`src/rtl/sample2uart_mc.sv`:
```
// rtl/sample2uart_mc.sv - multi-channel sample set to UART byte serializer; define SAMPLE2UART_SYNC_HEADER_EN to prefix each set with sync bytes 0xA5,0x5A
module sample2uart_mc #(
  parameter int SAMPLE_WIDTH = 16,
  parameter int NUM_CHANNELS = 2,
  parameter int LSB_FIRST    = 1,
  parameter int GUARD_CYCLES = 1
) (
  input  logic                                 in_clk,
  input  logic                                 in_rst,
  input  logic                                 in_sample_valid,
  input  logic [NUM_CHANNELS*SAMPLE_WIDTH-1:0] in_samples,
  input  logic                                 tx_busy,
  output logic [7:0]                           out_uart_frame,
  output logic                                 out_ready,
  output logic                                 out_busy,
  output logic [7:0]                           out_drop_count
);

  localparam int BYTES_PER_SAMPLE = SAMPLE_WIDTH / 8;
  localparam int PAYLOAD_BYTES    = NUM_CHANNELS * BYTES_PER_SAMPLE;
`ifdef SAMPLE2UART_SYNC_HEADER_EN
  localparam int HDR_BYTES        = 2;
`else
  localparam int HDR_BYTES        = 0;
`endif
  localparam int BYTES            = PAYLOAD_BYTES + HDR_BYTES;
  localparam int IDX_W            = (BYTES > 1) ? $clog2(BYTES) : 1;
  localparam logic [IDX_W-1:0] LAST_IDX   = IDX_W'(BYTES - 1);
  localparam logic [3:0]       GUARD_LOAD = 4'(GUARD_CYCLES);

  typedef enum logic [1:0] {
    S_IDLE,
    S_LOAD,
    S_WAIT
  } state_t;

  state_t                              r_state;
  state_t                              w_next;
  logic [NUM_CHANNELS*SAMPLE_WIDTH-1:0] r_cap;
  logic [IDX_W-1:0]                    r_idx;
  logic [3:0]                          r_guard;
  logic [7:0]                          r_frame;
  logic                                r_ready;
  logic [7:0]                          r_drop;
  logic                                w_accept;
  logic                                w_load;
  logic                                w_advance;
  logic [7:0]                          w_bytes [BYTES];

  // Send-order byte table: optional header, then channel 0 upward, bytes within
  // a sample in ascending or descending significance depending on LSB_FIRST.
`ifdef SAMPLE2UART_SYNC_HEADER_EN
  assign w_bytes[0] = 8'hA5;
  assign w_bytes[1] = 8'h5A;
`endif
  for (genvar c = 0; c < NUM_CHANNELS; c++) begin : g_chan
    for (genvar j = 0; j < BYTES_PER_SAMPLE; j++) begin : g_byte
      localparam int K = (LSB_FIRST != 0) ? j : (BYTES_PER_SAMPLE - 1 - j);
      assign w_bytes[HDR_BYTES + c*BYTES_PER_SAMPLE + j] = r_cap[c*SAMPLE_WIDTH + 8*K +: 8];
    end
  end

  // State register.
  always_ff @(posedge in_clk) begin
    if (in_rst) begin
      r_state <= S_IDLE;
    end else begin
      r_state <= w_next;
    end
  end

  // Next-state and control strobes; acceptance only from IDLE with TX idle.
  always_comb begin
    w_next    = r_state;
    w_accept  = 1'b0;
    w_load    = 1'b0;
    w_advance = 1'b0;
    case (r_state)
      S_IDLE: begin
        if (in_sample_valid && !tx_busy) begin
          w_accept = 1'b1;
          w_next   = S_LOAD;
        end
      end
      S_LOAD: begin
        w_load = 1'b1;
        w_next = S_WAIT;
      end
      S_WAIT: begin
        if (r_guard == 4'd0 && !tx_busy) begin
          if (r_idx != LAST_IDX) begin
            w_advance = 1'b1;
            w_next    = S_LOAD;
          end else begin
            w_next = S_IDLE;
          end
        end
      end
      default: w_next = S_IDLE;
    endcase
  end

  // Capture the whole set at acceptance so later input changes cannot leak in.
  always_ff @(posedge in_clk) begin
    if (in_rst) begin
      r_cap <= '0;
    end else if (w_accept) begin
      r_cap <= in_samples;
    end
  end

  // Byte index: cleared at acceptance, stepped after each completed handshake.
  always_ff @(posedge in_clk) begin
    if (in_rst) begin
      r_idx <= '0;
    end else if (w_accept) begin
      r_idx <= '0;
    end else if (w_advance) begin
      r_idx <= r_idx + IDX_W'(1);
    end
  end

  // Guard counter masks the TX block's late busy assertion after each strobe.
  always_ff @(posedge in_clk) begin
    if (in_rst) begin
      r_guard <= 4'd0;
    end else if (w_load) begin
      r_guard <= GUARD_LOAD;
    end else if (r_state == S_WAIT && r_guard != 4'd0) begin
      r_guard <= r_guard - 4'd1;
    end
  end

  // Frame register holds the last byte; ready is a one-cycle strobe per byte.
  always_ff @(posedge in_clk) begin
    if (in_rst) begin
      r_frame <= 8'h00;
      r_ready <= 1'b0;
    end else begin
      r_ready <= w_load;
      if (w_load) begin
        r_frame <= w_bytes[r_idx];
      end
    end
  end

  // Saturating count of sets offered while a set is still in flight.
  always_ff @(posedge in_clk) begin
    if (in_rst) begin
      r_drop <= 8'h00;
    end else if (in_sample_valid && r_state != S_IDLE && r_drop != 8'hFF) begin
      r_drop <= r_drop + 8'd1;
    end
  end

  assign out_uart_frame = r_frame;
  assign out_ready      = r_ready;
  assign out_busy       = (r_state != S_IDLE);
  assign out_drop_count = r_drop;

endmodule
```
`config.mk`:
```
export PLATFORM = sky130hd
export DESIGN_NAME = sample2uart_mc
export DESIGN_NICKNAME = d
export VERILOG_FILES = /design/src/rtl/sample2uart_mc.sv
export SDC_FILE = /design/constraint.sdc
export NUM_CORES = 1
export LEC_CHECK = 0
export ABC_AREA = 1
export BUFFER_PORTS_ARGS = -buffer_cell sky130_fd_sc_hd__buf_2
export CAP_MARGIN = 10
export CORE_AREA = 2 2 88 90
export DETAILED_ROUTE_END_ITERATION = 10
export DIE_AREA = 0 0 90 92
export PLACE_DENSITY_LB_ADDON = 0.15
export SETUP_SLACK_MARGIN = 0.3
export SYNTH_ARGS = -nofsm -noshare
export SYNTH_HDL_FRONTEND = slang
export SYNTH_SLANG_ARGS = --single-unit
```
`constraint.sdc`:
```
create_clock -name in_clk -period 3.7 [get_ports in_clk]
set_input_delay 0.555 -clock in_clk [delete_from_list [all_inputs] [get_ports in_clk]]
set_output_delay 0.555 -clock in_clk [all_outputs]
set_load 0.01 [all_outputs]
```
[Word-level counts from Yosys, hierarchy flattened]
Index checks and enable logic that the tools add are counted.
Cells by class
  order comparisons: 1
  multiplexer cells: 15
  $add $sub $neg: 3
  shifts and indexed selects: 0
  bitwise logic cells: 1
  divide/modulo/power cells: 0
  equality and inequality tests: 6
  reduce and logical (&&, ||, !) cells: 14
  $mul: 0
Operators by type and width (number)
  binary-select mux 8 bit (select 2 bit): 1
  2-to-1 mux 8 bit: 2
  2-to-1 mux 1 bit: 9
  adder 8 x 1 -> 8 bit, second input constant: 1
  inequality test 8 bit, second input constant: 1
  inequality test 2 bit, second input constant: 3
  case mux 2 bit (3 select lines): 1
  logical AND 1 bit: 5
  zero test 4 bit: 1
  2-to-1 mux 2 bit: 2
  nonzero test 2 bit: 2
  nonzero test 4 bit: 1
  OR reduction 2 bit: 2
  subtractor 4 x 1 -> 4 bit, second input constant: 1
  greater-or-equal comparator 3 bit, second input constant: 1
  inverter 2 -> 3 bit: 1
  adder 2 x 1 -> 2 bit, second input constant: 1
  equality test 2 x 1 -> 1 bit, second input constant: 1
  equality test 2 bit, second input constant: 1
  zero test 2 bit: 1
  AND reduction 2 bit: 1
  zero test 1 bit: 1
Storage, ports and cells
  register bits after elaboration: 57
  word-level logic and storage cells: 48
  input port bits: 36
  output and inout bits: 18
  latch bits: 0
  memories kept: 0
  RAM bits: 0
  bits in read-only memories: 0

[Logic depth before layout (Yosys ltp)]
Gate-level depths: netlist of the first run.
  depth after elaboration: 5
  gate-level depth with buffers: 9

[Worst setup path before layout of the first run]
Ideal clock, no wire load.
  path kind: flip-flop to flip-flop
  start point: register r_drop[0], in the netlist out_drop_count[0]
  end point: register r_drop[1], in the netlist out_drop_count[1]
  library setup time: 113 ps
  required time: 3587 ps
  data arrival time: 1143 ps
  stages on the path, launching flop included: 9
  slack: 2444 ps
  cells stage by stage: dfxtp_1 > ha_1 > nand2_2 > nor2_2 > nand2_4 > nand2_2 > inv_2 > nor2_1 > nor2_1
Between the ends
  cells in the longest elaborated chain, start to end: 2
  elaborated cells between the ends (all ways): 3
  those cells by class: add/sub (1); eq/ne (1); reduce/logical (1)
RTL lines
  from (decl): RTL line 44  | logic [7:0] r_drop;
  from (signal assigned): RTL line 152  | r_drop <= r_drop + 8'd1;
  parallel branches: the longest is 2 deep, another holds adder 8 x 1 -> 8 bit
Several ways; the timed one is not identified.
A chain may end at the register's enable or synchronous reset.

[Worst setup path in the final report of the first run]
  start point: register r_idx[0]
  end point: register r_frame[5], in the netlist out_uart_frame[5]
Between the ends
  cells in the longest elaborated chain, start to end: 4
RTL lines
  from (decl): RTL line 40  | logic [IDX_W-1:0] r_idx;
  from (signal assigned): RTL line 119  | r_idx <= r_idx + IDX_W'(1);
  inverter 2 -> 3 bit (not written as such): RTL line 142  | r_frame <= w_bytes[r_idx];
  binary-select mux 8 bit (select 2 bit): RTL line 142
  2-to-1 mux 8 bit (not written as such) (2 in series): RTL line 142
  to (signal assigned): RTL line 142
  to (decl): RTL line 42  | logic [7:0] r_frame;
No other way between the ends. The select of a mux whose other input is x is not followed.

==> flow_metrics.env, run 1 <==
export IMPL_coreArea_sq_mm=0.00745
export IMPL_worstPathArrival_ns=1.85
export IMPL_cts_made_buffers=9
export IMPL_syn_to_final_growth_pct=21.3
export IMPL_endpoint_kind="flip-flop"
export IMPL_cts_htree_levels=3
export IMPL_drtIter0Drc=108
export IMPL_start_util_pct=33.6
export IMPL_grt_pass1_vias=2169
export IMPL_vias=2251
export IMPL_place_congestion=0.785
export IMPL_yosys_cell_types_count=26
export IMPL_nets=433
export IMPL_yosysWarningCount=0
export IMPL_cts_hold_fix_buffers=0
export IMPL_layout_commonest_cell="nor2_1"
export IMPL_grtUsageTotal_pct=15.5
export IMPL_ir_worst_vdd_uv=197
export IMPL_grt_pass1_wl_um=10100
export IMPL_path_common_cell="nand2_1"
export IMPL_grt_ovfl_total=0
export IMPL_numPortBuffers=53
export IMPL_fin_setup_tns_ns=0
export IMPL_clock_skew_final_ns=0.00687
export IMPL_drive_gt1_share_pct=23.6
export IMPL_chipWidth_um=90
export IMPL_dr_pass1_iters=5
export IMPL_cp_slowest_cell="dfxtp_1"
export IMPL_dp_hpwl_um=4110
export IMPL_die_h_um=92
export IMPL_clock_sinks=57
export IMPL_cp_max_fo=19
export IMPL_ctsResizeCount=0
export IMPL_grt_max_degree=44
export IMPL_yosys_register_bits=57
export IMPL_setup_violations=0
export IMPL_fin_cells=500
export IMPL_hold_viol=0
export IMPL_ant_nets=0
export IMPL_crit_type="flip-flop to flip-flop"
export IMPL_ioPinCount=54
export IMPL_hp_class="flip-flop to flip-flop"
export IMPL_drc=0
export IMPL_slowest_delay_ns=0.74
export IMPL_routed_via_density=4.50
export IMPL_fmax_mhz=618
export IMPL_wl_per_cell_um=11.6
export IMPL_crit_path_cell_trace="inv_2, o21ai_0, o22ai_1, nand2_1, nand2_1"
export IMPL_worst_slew_pin_slew_ns=0.652
export IMPL_outcome="finished, final reports clean"
export IMPL_syn_area_per_cell_sq_um=7.27
export IMPL_cp_start_kind="flip-flop"
export IMPL_finalMaxSlewViolations=0
export IMPL_antenna_found_initial=0
export IMPL_post_route_period_util_pct=43.7
export IMPL_ys_seq_area_share_pct=45.6
export IMPL_n_antenna_cell=0
export IMPL_required_ns=3.93
export IMPL_powerDensity_mw_per_mm2=503
export IMPL_max_cap_violations=0
export IMPL_clk_latency_ns=0.33
export IMPL_leakage_nw=1.40
export IMPL_clkTransAtPathRegs_ns=0.07
export IMPL_mostFrequentLayoutCells="nor2_1 (102), dfxtp_1 (57), o21ai_0 (54)"
export IMPL_rsz0062_at_grt="false"
export IMPL_synth_nets=384
export IMPL_routed_wl_um=5780
export IMPL_placed_cells=484
export IMPL_clockBufferDepth=2
export IMPL_slew_headroom_pct=56.5
export IMPL_syn_inst=344
export IMPL_tritoncts="done"
export IMPL_fp_row_count=32
export IMPL_syn_cell_area_sq_mm=0.00250
export IMPL_fin_crit_ns=1.62
export IMPL_die_area_sq_mm=0.00828
export IMPL_cts_setup_buffers=0
export IMPL_root_buffer="clkbuf_8"
## through the flow
step                      setup WS [ns]  area, sq um  total power [mW]  utilization (%)  hold WS (ns)
after floorplan                    2.44         2500             0.790                -         0.448
after global placement             1.84         2790             0.832             37.5         0.443
after detailed placement           1.80         2790             0.835             37.5         0.442
after CTS                          2.05         3030              1.55             40.7         0.437
after global routing               1.83         3030              1.61             40.7         0.456
final                              2.08         3030              1.53             40.7         0.453
## critical path: cells and delay by family (launching register included)
family	cells	cell delay [ns]
AOI/OAI and AO/OA	2	0.39
buffers and inverters	1	0.27
DFF	1	0.74
and+or+nand+nor	2	0.11
## synth_stat cells, drive strengths merged
master	n	share of area [%]
a21oi	7	1.6
a31oi	1	0.25
buf	9	3.1
clkbuf	6	1.1
dfxtp	57	46
ha	4	2.0
inv	23	3.6
nand2	53	9.5
nand3	7	1.4
nand4	2	0.50
nor2	110	18
nor3	2	0.40
o21ai	55	11
o22ai	8	2.0
## path summary, 6_finish.rpt
check | cells past startpoint | to | slack, ns | startpoint
setup / recovery | 5 | out_uart_frame[5]$_SDFFE_PP0P_ | 2.08 | r_idx[0]$_SDFFE_PP0P_
hold / removal | 2 | out_uart_frame[2]$_SDFFE_PP0P_ | 0.45 | out_uart_frame[2]$_SDFFE_PP0P_
setup reg to reg | 5 | out_uart_frame[5]$_SDFFE_PP0P_ | 2.08 | r_idx[0]$_SDFFE_PP0P_
hold reg to reg | 2 | out_uart_frame[2]$_SDFFE_PP0P_ | 0.45 | out_uart_frame[2]$_SDFFE_PP0P_
## cell type report
cell class / count / area, sq um
fill: 840 / 4410
clock inverter: 6 / 105
clock buffer: 10 / 138
timing repair buffer: 53 / 265
sequential: 57 / 1140
multi-input combinational: 249 / 1170
inverter: 23 / 88.8
tap: 102 / 128
## per-layer routing
layer | up-vias | GRT usage [%] | wire length [um]
li1 | 1199 | - | -
met1 | 1001 | 18.3 | 2720
met2 | 43 | 26.1 | 2740
met3 | 8 | 3.37 | 231
met4 | 0 | 9.23 | 91
met5 | - | 0 | 0
## sequential cells by signal, indices dropped and copies added (netlist names)
register / flops
r_guard: 4
out_uart_frame: 8
r_cap: 32
r_state: 2
r_idx: 2
out_ready: 1
out_drop_count: 8
## report_power, final
group / switching [mW] / leakage [nW] / internal, mW
Clock: 0.247 / 0.126 / 0.462
Sequential: 0.0220 / 0.466 / 0.649
Combinational: 0.0885 / 0.809 / 0.0574
## logic make-up after synthesis
family,after synthesis,share of synthesized area [%]
fa+ha+maj,4,2.00
compound gates,71,14.8
buf+inv,38,7.66
flops,57,45.6
simple gates,174,29.9
Power figures use the tool's default switching activity.
==> run 2, diff against run 1 <==
Clock period 3.7 ns to 1.5 ns, I/O delays scaled along.
==> run 2 against run 1 <==
Effect of this change:
- via count rose by 6.7%
- sequential share of layout area fell by 4.5 points
- power rose by 140%
- critical path type unchanged
- largest cell class unchanged
- highest routed layer unchanged
==> flow_metrics.env, run 2 (synthesis results as in run 1) <==
export IMPL_cp_max_fo=8
export IMPL_root_buffer="clkbuf_8"
export IMPL_syn_to_final_growth_pct=40.2
export IMPL_holdWs_ns=0.131
export IMPL_die_h_um=92
export IMPL_wl_per_cell_um=13.4
export IMPL_clockBufferDepth=2
export IMPL_dp_hpwl_um=4220
export IMPL_layout_commonest_cell="nor2_1"
export IMPL_max_cap_violations=0
export IMPL_drtIter0Drc=99
export IMPL_drive_gt1_share_pct=39.5
export IMPL_antenna_found_initial=0
export IMPL_grt_pass1_wl_um=10100
export IMPL_placed_cells=489
export IMPL_placed_area_sq_mm=0.00284
export IMPL_rsz0062_at_grt="true"
export IMPL_fin_crit_ns=1.22
export IMPL_clock_sinks=57
export IMPL_finalMaxSlewViolations=0
export IMPL_cp_start_kind="flip-flop"
export IMPL_routed_wl_um=6990
export IMPL_ant_nets=0
export IMPL_fin_setup_tns_ns=0
export IMPL_setup_ws_ns=0.282
export IMPL_crit_type="flip-flop to flip-flop"
export IMPL_coreArea_sq_mm=0.00745
export IMPL_fin_util_pct=47.1
export IMPL_start_util_pct=33.6
export IMPL_dr_pass1_iters=4
export IMPL_dpl_worst_slack_ns=0.207
export IMPL_fmax_mhz=821
export IMPL_grt_max_degree=34
export IMPL_chipWidth_um=90
export IMPL_totalPowerFinal_mw=3.68
export IMPL_n_antenna_cell=0
export IMPL_nets=454
export IMPL_path_common_cell="nand2_4"
export IMPL_slew_headroom_pct=71.7
export IMPL_outcome="finished, final reports clean"
export IMPL_place_congestion=0.816
export IMPL_required_ns=1.72
export IMPL_grt_ovfl_total=0
export IMPL_grtUsageTotal_pct=15.6
export IMPL_worstPathArrival_ns=1.44
export IMPL_post_route_period_util_pct=81.2
export IMPL_fin_cells=520
export IMPL_worst_slew_pin_slew_ns=0.425
export IMPL_vias=2402
export IMPL_cp_slowest_cell="dfxtp_4"
export IMPL_hold_viol=0
export IMPL_slowest_delay_ns=0.37
export IMPL_ioPinCount=54
export IMPL_crit_path_cell_trace="ha_4, nand2_4, nor2_4, nand2_4, nand2_4, inv_4, nor2_1, nor2_1"
export IMPL_largest_register="r_cap"
export IMPL_numPortBuffers=53
export IMPL_ir_worst_vdd_uv=462
export IMPL_endpoint_kind="flip-flop"
export IMPL_grt_pass1_vias=2109
export IMPL_powerDensity_mw_per_mm2=1050
export IMPL_critPathBufInv=1
export IMPL_drc=0
export IMPL_finalInstanceArea_sq_mm=0.00351
export IMPL_leakage_nw=1.57
export IMPL_crit_family="simple AND/OR/NAND/NOR gates"
export IMPL_cts_htree_levels=3
export IMPL_die_area_sq_mm=0.00828
export IMPL_clk_latency_ns=0.33
export IMPL_hp_class="input port to flip-flop"
export IMPL_clkTransAtPathRegs_ns=0.06
export IMPL_largest_reg_flops=32
export IMPL_mostFrequentLayoutCells="nor2_1 (93), buf_2 (52), dfxtp_1 (49)"
export IMPL_setup_violations=0
export IMPL_cts_hold_fix_buffers=0
export IMPL_routed_via_density=4.62
export IMPL_fp_row_count=32
export IMPL_cts_made_buffers=9
export IMPL_tritoncts="done"
export IMPL_clock_skew_final_ns=0.00630
## run 2: changes by cell type in the layout (fill, tap and decap cells not counted), sizes merged
cell	delta
clkbuf	+4
clkinvlp	+2
buf	+16
inv	-2
bufinv	-2
nand2	+2
## run 2: area by class of cell
| cell class | instances | area (sq um) |
|---|---|---|
| Inverter | 23 | 113 |
| Fill cell | 788 | 3940 |
| Clock buffer | 12 | 155 |
| Timing Repair Buffer | 71 | 490 |
| Sequential cell | 57 | 1160 |
| Clock inverter | 3 | 40.0 |
| Tap cell | 102 | 128 |
| Timing Repair inverter | 1 | 7.51 |
| Multi-Input combinational cell | 251 | 1410 |
## run 2: power by group
part	switching (mW)	internal [mW]
logic	0.331	0.264
registers	0.0629	1.60
clock network	0.579	0.843
## run 2: worst paths after layout
kind / from / endpoint / cells after the start / slack [ns]
min: in_samples[14] / r_cap[14]$_SDFFE_PP0P_ / 3 / 0.13
max reg2reg: out_drop_count[1]$_SDFFE_PP0P_ / out_drop_count[1]$_SDFFE_PP0P_ / 8 / 0.28
max: out_drop_count[1]$_SDFFE_PP0P_ / out_drop_count[1]$_SDFFE_PP0P_ / 8 / 0.28
min reg2reg: out_uart_frame[0]$_SDFFE_PP0P_ / out_uart_frame[0]$_SDFFE_PP0P_ / 2 / 0.44
## run 2: timing repair
action / 4_1_cts / 5_1_grt
gates resized for setup: 16 / 97
setup endpoints to repair: 48 / 53
pin swaps: 3 / 14
buffers inserted: 3 / 7
cloned: 2 / 4
## run 2: tightest hold or removal path: stages
cell	delay [ns]
buf_2	0.08
o21ai_2	0.05
nor2_1	0.07
## run 2: layer usage
metal  global-route usage (%)  share of wire [%]
met1                     20.2                 48
met2                     25.0                 47
met3                     3.20                4.2
met5                        0                  0
met4                     7.31                1.2
==> run 3, diff against run 2 <==
Clock period 1.5 ns to 1.15 ns, I/O delays scaled along.
==> run 3 against run 2 <==
Effect of this change:
- the flow now finishes with violations (negative setup slack)
- setup slack worse by 0.30 ns
- final area up 11%
- routed wire length down 4.1%
- non-clock buffer count up 22
- via count up 2.7%
- combinational power up 39%
- power up 28%
- maximum frequency up 4.0%
- sequential cell count unchanged
- register-to-register slack worse by 0.30 ns
- clock skew up 0.00092 ns
- largest power group unchanged
==> flow_metrics.env, run 3 (synthesis results as in run 1) <==
export IMPL_drc=0
export IMPL_multi_input_area_sq_mm=0.00148
export IMPL_fp_row_count=32
export IMPL_clock_sinks=57
export IMPL_critPathBufInv=1
export IMPL_clkTransAtPathRegs_ns=0.06
export IMPL_die_h_um=92
export IMPL_dpl_worst_slack_ns=-0.0259
export IMPL_largest_register="r_cap"
export IMPL_dr_pass1_iters=4
export IMPL_placed_cells=498
export IMPL_wl_per_cell_um=12.4
export IMPL_crit_family="simple AND/OR/NAND/NOR gates"
export IMPL_grt_ovfl_total=0
export IMPL_drive_gt1_share_pct=50.2
export IMPL_totalPowerFinal_mw=4.73
export IMPL_syn_to_final_growth_pct=55.9
export IMPL_fillers=759
export IMPL_coreArea_sq_mm=0.00745
export IMPL_ff_latch_area_sq_mm=0.00119
export IMPL_slowest_delay_ns=0.37
export IMPL_root_buffer="clkbuf_8"
export IMPL_crit_path_cell_trace="ha_4, nand2_4, nor2_4, nand2_4, nand2_4, inv_4, nor2_1, nor2_1"
export IMPL_drtIter0Drc=67
export IMPL_cp_start_kind="flip-flop"
export IMPL_clk_latency_ns=0.33
export IMPL_grt_pass1_wl_um=10600
export IMPL_cp_max_fo=8
export IMPL_hp_class="input port to flip-flop"
export IMPL_timing_rr_end="out_drop_count[0]$_SDFFE_PP0P_"
export IMPL_hp_start="in_samples[8]"
export IMPL_routed_via_density=4.55
export IMPL_fmax_mhz=854
export IMPL_violations="negative setup slack"
export IMPL_rsz0062_at_grt="true"
export IMPL_cts_htree_levels=3
export IMPL_required_ns=1.37
export IMPL_finalMaxSlewViolations=0
export IMPL_clockBufferDepth=2
export IMPL_fin_crit_ns=1.17
export IMPL_vias=2467
export IMPL_die_area_sq_mm=0.00828
export IMPL_grt_max_degree=26
export IMPL_path_common_cell="nand2_4"
export IMPL_whs_path_depth=3
export IMPL_ioPinCount=54
export IMPL_nets=475
export IMPL_start_util_pct=33.6
export IMPL_worst_r2r_cell_count=8
export IMPL_routed_wl_um=6710
export IMPL_hold_end="r_cap[8]$_SDFFE_PP0P_"
export IMPL_mostFrequentLayoutCells="nor2_1 (87), buf_2 (35), nand2_1 (34), dfxtp_1 (34)"
export IMPL_worstPathArrival_ns=1.40
export IMPL_outcome="finished with violations"
export IMPL_post_route_period_util_pct=102
export IMPL_leakage_nw=1.72
export IMPL_cp_num_cells=8
export IMPL_antenna_found_initial=0
export IMPL_max_cap_violations=0
export IMPL_largest_reg_flops=32
export IMPL_ir_worst_vdd_uv=628
export IMPL_dp_hpwl_um=4420
export IMPL_hold_viol=0
export IMPL_reg2reg_from="out_drop_count[1]$_SDFFE_PP0P_"
export IMPL_clock_skew_final_ns=0.00722
export IMPL_setup_ws_ns=-0.0210
export IMPL_grtUsageTotal_pct=16.2
export IMPL_powerDensity_mw_per_mm2=1210
export IMPL_numPortBuffers=53
export IMPL_chipWidth_um=90
export IMPL_cts_hold_fix_buffers=0
export IMPL_rrSetupSlack_ns=-0.02
export IMPL_place_congestion=0.759
export IMPL_crit_type="flip-flop to flip-flop"
export IMPL_tritoncts="done"
export IMPL_grt_pass1_vias=2376
export IMPL_endpoint_kind="flip-flop"
export IMPL_ant_nets=0
export IMPL_holdWs_ns=0.0709
export IMPL_slew_headroom_pct=77.5
export IMPL_setup_violations=2
export IMPL_cts_made_buffers=9
export IMPL_fin_cells=542
export IMPL_layout_commonest_cell="nor2_1"
export IMPL_cp_slowest_cell="dfxtp_4"
export IMPL_worst_slew_pin_slew_ns=0.338
export IMPL_n_antenna_cell=0
==> run 3: worst reg2reg max path, stage by stage, from the launching register on <==
cell	delay [ns]
dfxtp_4	0.37
ha_4	0.15
nand2_4	0.07
nor2_4	0.10
nand2_4	0.10
nand2_4	0.11
inv_4	0.05
nor2_1	0.09
nor2_1	0.05
==> run 3: metrics by stage <==
step / TNS [ns] / utilization (%) / cell area, sq um
2_1_floorplan: 0 / - / 2650
3_3_place_gp: -0.00847 / 40.8 / 3040
3_5_place_dp: -0.0293 / 40.8 / 3040
4_1_cts: 0 / 49.0 / 3650
5_1_grt: -0.848 / 52.3 / 3900
6_report: -0.0253 / 52.3 / 3900
==> run 3: layout make-up <==
type / count / area share [%]
Clock inverter: 2 / 0.257
Timing Repair inverter: 1 / 0.193
Sequential cell: 57 / 30.5
Tap cell: 102 / 3.28
Multi-Input combinational cell: 250 / 38.0
Inverter: 23 / 2.99
Clock buffer: 14 / 4.46
Timing Repair Buffer: 93 / 20.4
==> run 3: where the power goes <==
| group | total (mW) | switching, mW | internal [mW] |
|---|---|---|---|
| clock network | 1.74 | 0.769 | 0.967 |
| logic | 0.825 | 0.429 | 0.395 |
| registers | 2.17 | 0.0841 | 2.08 |
| total | 4.73 | 1.28 | 3.45 |
==> run 3: metal layers <==
layer | up-vias | track usage (%) | wire (um) | share of wire (%)
met1 | 1120 | 18.3 | 2920 | 43
li1 | 1290 | - | - | -
met4 | 0 | 5.38 | 43 | 0.64
met2 | 51 | 28.8 | 3480 | 52
met5 | - | 0 | 0 | 0
met3 | 6 | 5.26 | 269 | 4.0
==> run 3: how the worst max path moves through the flow <==
stage / slack [ns] / startpoint / end
CTS: 0.01 / r_state[0]$_SDFFE_PP0P_ / out_busy
floorplan: 0.06 / out_drop_count[1]$_SDFFE_PP0P_ / out_drop_count[1]$_SDFFE_PP0P_
global route: -0.08 / out_drop_count[1]$_SDFFE_PP0P_ / out_drop_count[0]$_SDFFE_PP0P_
global placement: -0.008 / r_state[0]$_SDFFE_PP0P_ / r_guard[1]$_SDFFE_PP0P_
finish: -0.02 / out_drop_count[1]$_SDFFE_PP0P_ / out_drop_count[0]$_SDFFE_PP0P_
detailed placement: -0.03 / r_state[0]$_SDFFE_PP0P_ / r_guard[1]$_SDFFE_PP0P_
==> run 3: what timing repair did <==
item                                    4_1_cts  5_1_grt
cloned                                        2        3
buffers inserted                             16        7
gates resized for setup                      86       34
pin swaps                                    18       18
endpoints found under the setup margin       75       75
